## src/rtl/seq_divider.sv

```systemverilog
// -----------------------------------------------------------------------------
// seq_divider
//   Iterative unsigned restoring divider, one quotient bit per clock. Used to
//   scale multiply-accumulate results back down, for example to normalise an
//   accumulated sum by a sample count.
//
//   state | meaning
//   ------+-----------------------------------------------------------------
//   IDLE  | waiting for an operand pair; in_ready=1
//   RUN   | one restoring step per edge, DATA_WIDTH steps in total
//   DONE  | result held on quotient/remainder/div_by_zero; out_valid=1
//
// Ports
//   clk          clock, rising edge
//   reset        asynchronous, active-high reset
//   in_valid     operand pair valid            (input handshake)
//   in_ready     divider can accept operands   (input handshake)
//   dividend     DATA_WIDTH-bit unsigned dividend
//   divisor      DIV_WIDTH-bit unsigned divisor
//   out_valid    result registers valid        (output handshake)
//   out_ready    downstream consumes result    (output handshake)
//   quotient     DATA_WIDTH-bit unsigned quotient
//   remainder    DIV_WIDTH-bit unsigned remainder
//   div_by_zero  result came from a zero divisor
// -----------------------------------------------------------------------------
module seq_divider #(
  parameter int DATA_WIDTH = 16,
  parameter int DIV_WIDTH  = 8
) (
  input  logic                  clk,
  input  logic                  reset,
  input  logic                  in_valid,
  output logic                  in_ready,
  input  logic [DATA_WIDTH-1:0] dividend,
  input  logic [DIV_WIDTH-1:0]  divisor,
  output logic                  out_valid,
  input  logic                  out_ready,
  output logic [DATA_WIDTH-1:0] quotient,
  output logic [DIV_WIDTH-1:0]  remainder,
  output logic                  div_by_zero
);

  localparam int CNT_WIDTH = $clog2(DATA_WIDTH) + 1;
  localparam logic [CNT_WIDTH-1:0] CNT_LAST = CNT_WIDTH'(DATA_WIDTH - 1);

  typedef enum logic [1:0] {
    IDLE = 2'd0,
    RUN  = 2'd1,
    DONE = 2'd2
  } state_t;

  state_t state, state_next;

  // Working registers. The dividend shift register also collects quotient
  // bits at its LSB end: as each dividend bit leaves the top, a quotient bit
  // enters the bottom, so after DATA_WIDTH steps it holds the full quotient.
  logic [DATA_WIDTH-1:0] dividend_sr;
  logic [DIV_WIDTH-1:0]  divisor_reg;
  logic [DIV_WIDTH:0]    rem;
  logic [CNT_WIDTH-1:0]  cnt;

  logic                  accept;
  logic                  handoff;
  logic                  last_step;
  logic                  divisor_zero;

  logic [DIV_WIDTH:0]    trial;
  logic [DIV_WIDTH:0]    diff;
  logic                  trial_ge;
  logic                  q_bit;
  logic [DIV_WIDTH:0]    rem_next;
  logic [DATA_WIDTH-1:0] dividend_sr_next;

  assign accept       = (state == IDLE) && in_valid;
  assign handoff      = (state == DONE) && out_ready;
  assign last_step    = (state == RUN) && (cnt == CNT_LAST);
  assign divisor_zero = (divisor == '0);

  // Outputs decoded from state only; no input-to-output combinational path.
  assign in_ready  = (state == IDLE);
  assign out_valid = (state == DONE);

  // Restoring step. The compare is done on the full partial remainder so the
  // top bit takes part; it is always zero after a step because the restored
  // remainder stays below the divisor, so this matches comparing trial alone.
  always_comb begin
    trial            = {rem[DIV_WIDTH-1:0], dividend_sr[DATA_WIDTH-1]};
    diff             = trial - {1'b0, divisor_reg};
    trial_ge         = ({rem, dividend_sr[DATA_WIDTH-1]} >= {2'b00, divisor_reg});
    q_bit            = trial_ge;
    rem_next         = trial_ge ? diff : trial;
    dividend_sr_next = {dividend_sr[DATA_WIDTH-2:0], q_bit};
  end

  always_ff @(posedge clk or posedge reset) begin
    if (reset) begin
      state <= IDLE;
    end else begin
      state <= state_next;
    end
  end

  always_comb begin
    state_next = state;
    unique case (state)
      IDLE: begin
        if (in_valid) begin
          state_next = divisor_zero ? DONE : RUN;
        end
      end
      RUN: begin
        if (last_step) begin
          state_next = DONE;
        end
      end
      DONE: begin
        if (out_ready) begin
          state_next = IDLE;
        end
      end
      default: state_next = IDLE;
    endcase
  end

  always_ff @(posedge clk or posedge reset) begin
    if (reset) begin
      dividend_sr <= '0;
      divisor_reg <= '0;
      rem         <= '0;
      cnt         <= '0;
    end else if (accept) begin
      dividend_sr <= dividend;
      divisor_reg <= divisor;
      rem         <= '0;
      cnt         <= '0;
    end else if (state == RUN) begin
      dividend_sr <= dividend_sr_next;
      rem         <= rem_next;
      cnt         <= cnt + 1'b1;
    end
  end

  // Result registers: loaded on the accept edge for a zero divisor, or on the
  // final restoring step otherwise. They are left untouched by the handoff.
  always_ff @(posedge clk or posedge reset) begin
    if (reset) begin
      quotient    <= '0;
      remainder   <= '0;
      div_by_zero <= 1'b0;
    end else if (accept && divisor_zero) begin
      quotient    <= '1;
      remainder   <= dividend[DIV_WIDTH-1:0];
      div_by_zero <= 1'b1;
    end else if (last_step) begin
      quotient    <= dividend_sr_next;
      remainder   <= rem_next[DIV_WIDTH-1:0];
      div_by_zero <= 1'b0;
    end
  end

  // handoff only drives the state transition; referenced here to document it.
  logic unused_ok;
  assign unused_ok = handoff;

endmodule

```

## config.mk

```make
export PLATFORM = sky130hd
export DESIGN_NAME = seq_divider
export DESIGN_NICKNAME = d
export VERILOG_FILES = /design/src/rtl/seq_divider.sv
export SDC_FILE = /design/constraint.sdc
export NUM_CORES = 1
export LEC_CHECK = 0
export ABC_AREA = 1
export BUFFER_PORTS_ARGS = -buffer_cell sky130_fd_sc_hd__buf_2
export CAP_MARGIN = 20
export CORE_ASPECT_RATIO = 1.2
export CORE_MARGIN = 3
export CORE_UTILIZATION = 61
export CTS_CLUSTER_DIAMETER = 50
export DETAILED_ROUTE_END_ITERATION = 12
export HOLD_SLACK_MARGIN = 0.1
export PLACE_DENSITY = 0.85
export SETUP_SLACK_MARGIN = 0.3
export SYNTH_ARGS = -nofsm -noshare
export SYNTH_HDL_FRONTEND = slang
export SYNTH_SLANG_ARGS = --single-unit
```

## constraint.sdc

```tcl
create_clock -name clk -period 4 [get_ports clk]
set_input_delay 0.4 -clock clk [delete_from_list [all_inputs] [get_ports clk]]
set_output_delay 0.4 -clock clk [all_outputs]
set_load 0.05 [all_outputs]
```

# Yosys cells after proc, flatten, opt, wreduce, memory -nomap -nowiden
# Cells that the tools add are included.
# totals
reg_bits	65
elab_cells	43
# classes
n_addsub	2
order_cmp	1
n_reduce_logical	8
eq_ne	6
muxes	18
# op_table
operator	n
2-to-1 mux 16 bit	4
2-to-1 mux 9 bit	3
2-to-1 mux 8 bit	2
>= comparator 10 x 8 -> 1 bit	1
2-to-1 mux 5 bit	2
subtractor 9 x 8 -> 9 bit	1
logical NOT 8 bit	1
2-to-1 mux 2 bit	4
case mux 2 bit (3 select lines)	1
adder 5 x 1 -> 5 bit, second input constant	1
== test 5 x 4 -> 1 bit, second input constant	1
!= test 2 bit, second input constant	2
nonzero test 2 bit	2
logical AND 1 bit	3
AND reduction 3 bit	1
== test 2 x 1 -> 1 bit, second input constant	1
== test 2 bit, second input constant	1
logical NOT 2 bit	1
2-to-1 mux 1 bit	2
!= test 2 x 1 -> 1 bit, second input constant	1

# Logic depth before layout (Yosys ltp)
# depth
word_depth	4
mapped_depth	13
depth_no_buf	12

# Worst setup path after synthesis
# OpenSTA, ideal clock, no wires.
# synth_timing
path_type	register -> register
start	register dividend_sr[15]
end	register rem[8]
setup_slack_ps	2174
arrival_time_ps	1710
setup_time_ps	116
period_less_slack_ps	1826
path_stages_with_launch	14
t_required_ps	3884
path_buffers	1
path_cell_list	dfrtp_1 inv_1 ha_1 inv_1 fa_1 nand3_1 nand3_1 nand2_1 buf_2 nand3_1 nand2_1 nand2_1 nand2_1 nand2_1
# synth_between
elab_chain_cells	4
word_cells_on_any_way	5
cone_classes	add/sub: 1; order compare: 1; mux: 3
# synth_lines
item	line	text
start: declaration	57	logic [DATA_WIDTH-1:0] dividend_sr;
start signal: assignment	132	dividend_sr <= dividend;
start signal: assignment	137	dividend_sr <= dividend_sr_next;
subtractor 9 x 8 -> 9 bit or >= comparator 10 x 8 -> 1 bit (tied branches)	88, 89	
2-to-1 mux 9 bit *	91	rem_next = trial_ge ? diff : trial;
2-to-1 mux 9 bit *	136	end else if (state == RUN) begin
2-to-1 mux 9 bit *	131	end else if (accept) begin
end signal: assignment	138	rem <= rem_next;
end: declaration	59	logic [DIV_WIDTH:0] rem;
# Every way passes the cells marked *; elsewhere a longest branch is shown, timed or not. The select of a mux whose other input is x is not followed.
# A chain may end at the register's enable or synchronous reset.

# Worst setup path in the final report
# layout_timing
start	register dividend_sr[15]
end	register remainder[1]
# layout_between
elab_chain_cells	4
word_cells_on_any_way	5
cone_classes	add/sub: 1; order compare: 1; mux: 3
# layout_lines
item	line	text
subtractor 9 x 8 -> 9 bit or >= comparator 10 x 8 -> 1 bit (tied branches)	88, 89	
2-to-1 mux 9 bit *	91	
2-to-1 mux 8 bit *	154	end else if (last_step) begin
2-to-1 mux 8 bit *	150	end else if (accept && divisor_zero) begin
end signal: assignment	152	remainder <= dividend[DIV_WIDTH-1:0];
end signal: assignment	156	remainder <= rem_next[DIV_WIDTH-1:0];
end: declaration	39	output logic [DIV_WIDTH-1:0] remainder,
# Marks and branches as above.

==> metrics.md <==
| Metric | Value |
|---|---|
| Top-area cell type share of the netlist area | `around 48%` |
| Share of post-route cells with drive strength above 1 | `roughly 18%` |
| TNS Setup | `0 ns` |
| Area leader, netlist | `dfrtp_1` |
| H-tree levels | `3` |
| Starting Density | `between 60% and 70%` |
| Crit. End Element | `register` |
| Max Cap Viol | `0` |
| Total setup buffers inserted after CTS | `0` |
| Synth Net Count | `about 440` |
| Worst-case clock buffer depth | `2` |
| Register area | `0.001627 sq mm` |
| Num rows | `29` |
| DR vias/cell | `~5.6` |
| Clock skew | `0.009972 ns` |
| Final hold vios | `0` |
| Multi-input gate area | `around 0.0014 sq mm` |
| #FFs+latches synth | `between 60 and 70` |
| IO Count | `55` |
| Slew HR | `slightly above 60%` |
| Placed cell count | `509` |
| CTS tree | `yes` |
| Distinct cells, synth | `34` |
| Ant. Diodes | `0` |
| Tot GR Track Use | `between 20 and 30%` |
| Cts hold-fix bufs | `0` |
| DIE WIDTH | `about 74 microns` |
| Die area | `about 0.0065 sq mm` |
| Die height | `between 80 and 90 microns` |
| Clk_lat worst skew | `~0.34 ns` |
| Worst R2R Setup Slack | `about 1.6 ns` |
| Worst Tran Pin Value | `0.5888 ns` |
| CP arrival | `~2.7 ns` |
| First-pass GRT wire length | `13810 microns` |
| WL final | `about 8200 microns` |
| Biggest regs | `dividend_sr x16, quotient x16, rem x9` |
| Vias in the first global route | `2997` |
| Vias | `a little under 3000` |
| Gpl congestion | `0.8353` |
| # fillers | `roughly 400` |
| WL per Instance | `roughly 16 microns` |
| Post-layout nets | `497` |
| Gate Count Post-Synth | `just over 400` |
| Root Buffer | `clkbuf_8` |
| Crit share post-route | `between 50% and 60%` |
| RSZ-0062 raised after global routing | `false` |
| Synth area leaders | `dfrtp_1, nand2_1, nand3_1` |
| Cts repair resizes | `0` |
| Cell area after synthesis | `around 0.0034 sq mm` |
| Core Area | `~0.0053 sq mm` |
| Worst r2r src | `dividend_sr[15]$_DFFE_PP0P_` |
| CTS sink count | `65` |
| Routed Antenna Nets | `0` |
| Initial antenna violation count | `0` |
| Non-Filler Instances | `between 500 and 600` |
| Critical path class | `reg2reg` |
| Max-slew violation count | `0` |
| IO Port Bufs | `54` |
| Synth Area per Inst | `around 8.4 sq um` |
| GR Overflow Total | `0` |
| Remaining DRCs | `0` |
| Crit path time final | `around 2.4 ns` |
| CP startpoint kind | `register` |
| CP Max Fanout | `11` |
| Worst Path Required | `4.27 ns` |
| FF-to-FF path depth | `11` |
| CP Launch Point | `dividend_sr[15]$_DFFE_PP0P_` |
| Total of warnings raised by yosys | `0` |
| Largest net degree at the start of global routing | `38` |
| Clock slew at reported path FFs | `0.08 ns` |
| Max Freq | `between 0.4 and 0.5 GHz` |
| CTS Buf Count | `9` |
| Final setup fails | `0` |
| Drt pass-1 iters | `5` |
| Worst min path class | `in2async` |
| Area grow syn2layout | `15.15%` |
| Initial drt markers | `106` |
| Critical Path End | `remainder[1]$_DFFE_PP0P_` |
| Seq/Total Area, Yosys | `between 40% and 50%` |
| DP HPWL | `5798 microns` |
| Status | `finished, final reports clean` |
| Reg2reg end | `remainder[1]$_DFFE_PP0P_` |
area by class of cell:
cell class / count / share of cell area [%]
clock buffer: 11 / 3.618
clock inverter: 5 / 2.626
inverter: 66 / 6.468
multi-input combinational: 261 / 36.57
sequential: 65 / 41.63
tap: 62 / 1.985
timing repair buffer: 55 / 7.109
Yosys cell counts:
cell and number:
a21oi_1 8, a22oi_1 1, a32o_1 1, buf_2 8, buf_4 1, buf_6 3, clkbuf_1 1, dfrtp_1 65
fa_1 1, ha_1 10, inv_1 62, inv_2 2, inv_4 2, nand2_1 111, nand2_4 3, nand2_8 2
nand3_1 53, nand3_2 1, nand3b_1 1, nand4_1 6, nor2_1 13, nor2_2 2, nor2_4 1, nor2_8 1
o211ai_1 5, o21ai_0 15, o21ai_1 4, o221ai_1 3, o22a_1 13, o22ai_1 1, o311ai_0 1, o32ai_1 1
xnor2_1 1, xor2_1 2
cells in the final DEF (no fill, tap or decap), types with 8 or more instances in the layout:
master	instances
a21oi_1	8
buf_2	54
clkbuf_8	10
dfrtp_1	65
ha_1	10
inv_1	61
nand2_1	111
nand3_1	53
nor2_1	13
o21ai_0	15
o22a_1	13
worst min-delay path by stage:
stage,from,to
3_5_place_dp,div_by_zero$_DFFE_PP0P_,div_by_zero$_DFFE_PP0P_
6_report,reset,quotient[8]$_DFFE_PP0P_
3_3_place_gp,div_by_zero$_DFFE_PP0P_,div_by_zero$_DFFE_PP0P_
2_1_floorplan,rem[8]$_DFFE_PP0P_,rem[8]$_DFFE_PP0P_
5_1_grt,reset,quotient[8]$_DFFE_PP0P_
4_1_cts,reset,quotient[8]$_DFFE_PP0P_
worst max-delay path, stage by stage, from the launching register on:
cell and delay [ns]:
dfrtp_1 0.37, inv_1 0.10, ha_1 0.15, inv_1 0.06, fa_1 0.42, nand3_1 0.09
nand3_1 0.09, nand2_1 0.31, nand3_2 0.31, nand2_1 0.20, nand3_1 0.11, nand3_1 0.10
per-layer routing:
layer / track usage [%] / wire, microns
met5: 0 / 0
met4: 11.04 / 197
met3: 6.889 / 397
met2: 47.50 / 4278
met1: 34.12 / 3297
per-stage QoR:
stage / setup slack [ns] / area (sq um) / util, % / hold slack (ns)
after global placement: 1.769 / 3664 / 68.68 / 0.4600
after global routing: 1.424 / 3908 / 73.26 / 0.1417
after floorplan: 1.974 / 3393 / - / 0.4498
after detailed placement: 1.627 / 3664 / 68.68 / 0.4672
after CTS: 1.622 / 3908 / 73.26 / 0.1290
final: 1.613 / 3908 / 73.26 / 0.1186
cells by family after synthesis:
family                   count (synthesis)  synth area share (%)
adder cells (fa/ha/maj)                 11                 4.277
XOR/XNOR                                 3                0.7745
AND/OR/NAND/NOR                        194                 26.62
AO/OA/AOI/OAI                           53                 10.44
buffers and inverters                   79                 9.956
flip-flops                              65                 47.94
Power is not shown: default switching activity piles up to over one toggle a cycle in this logic, so the estimate is an artifact.
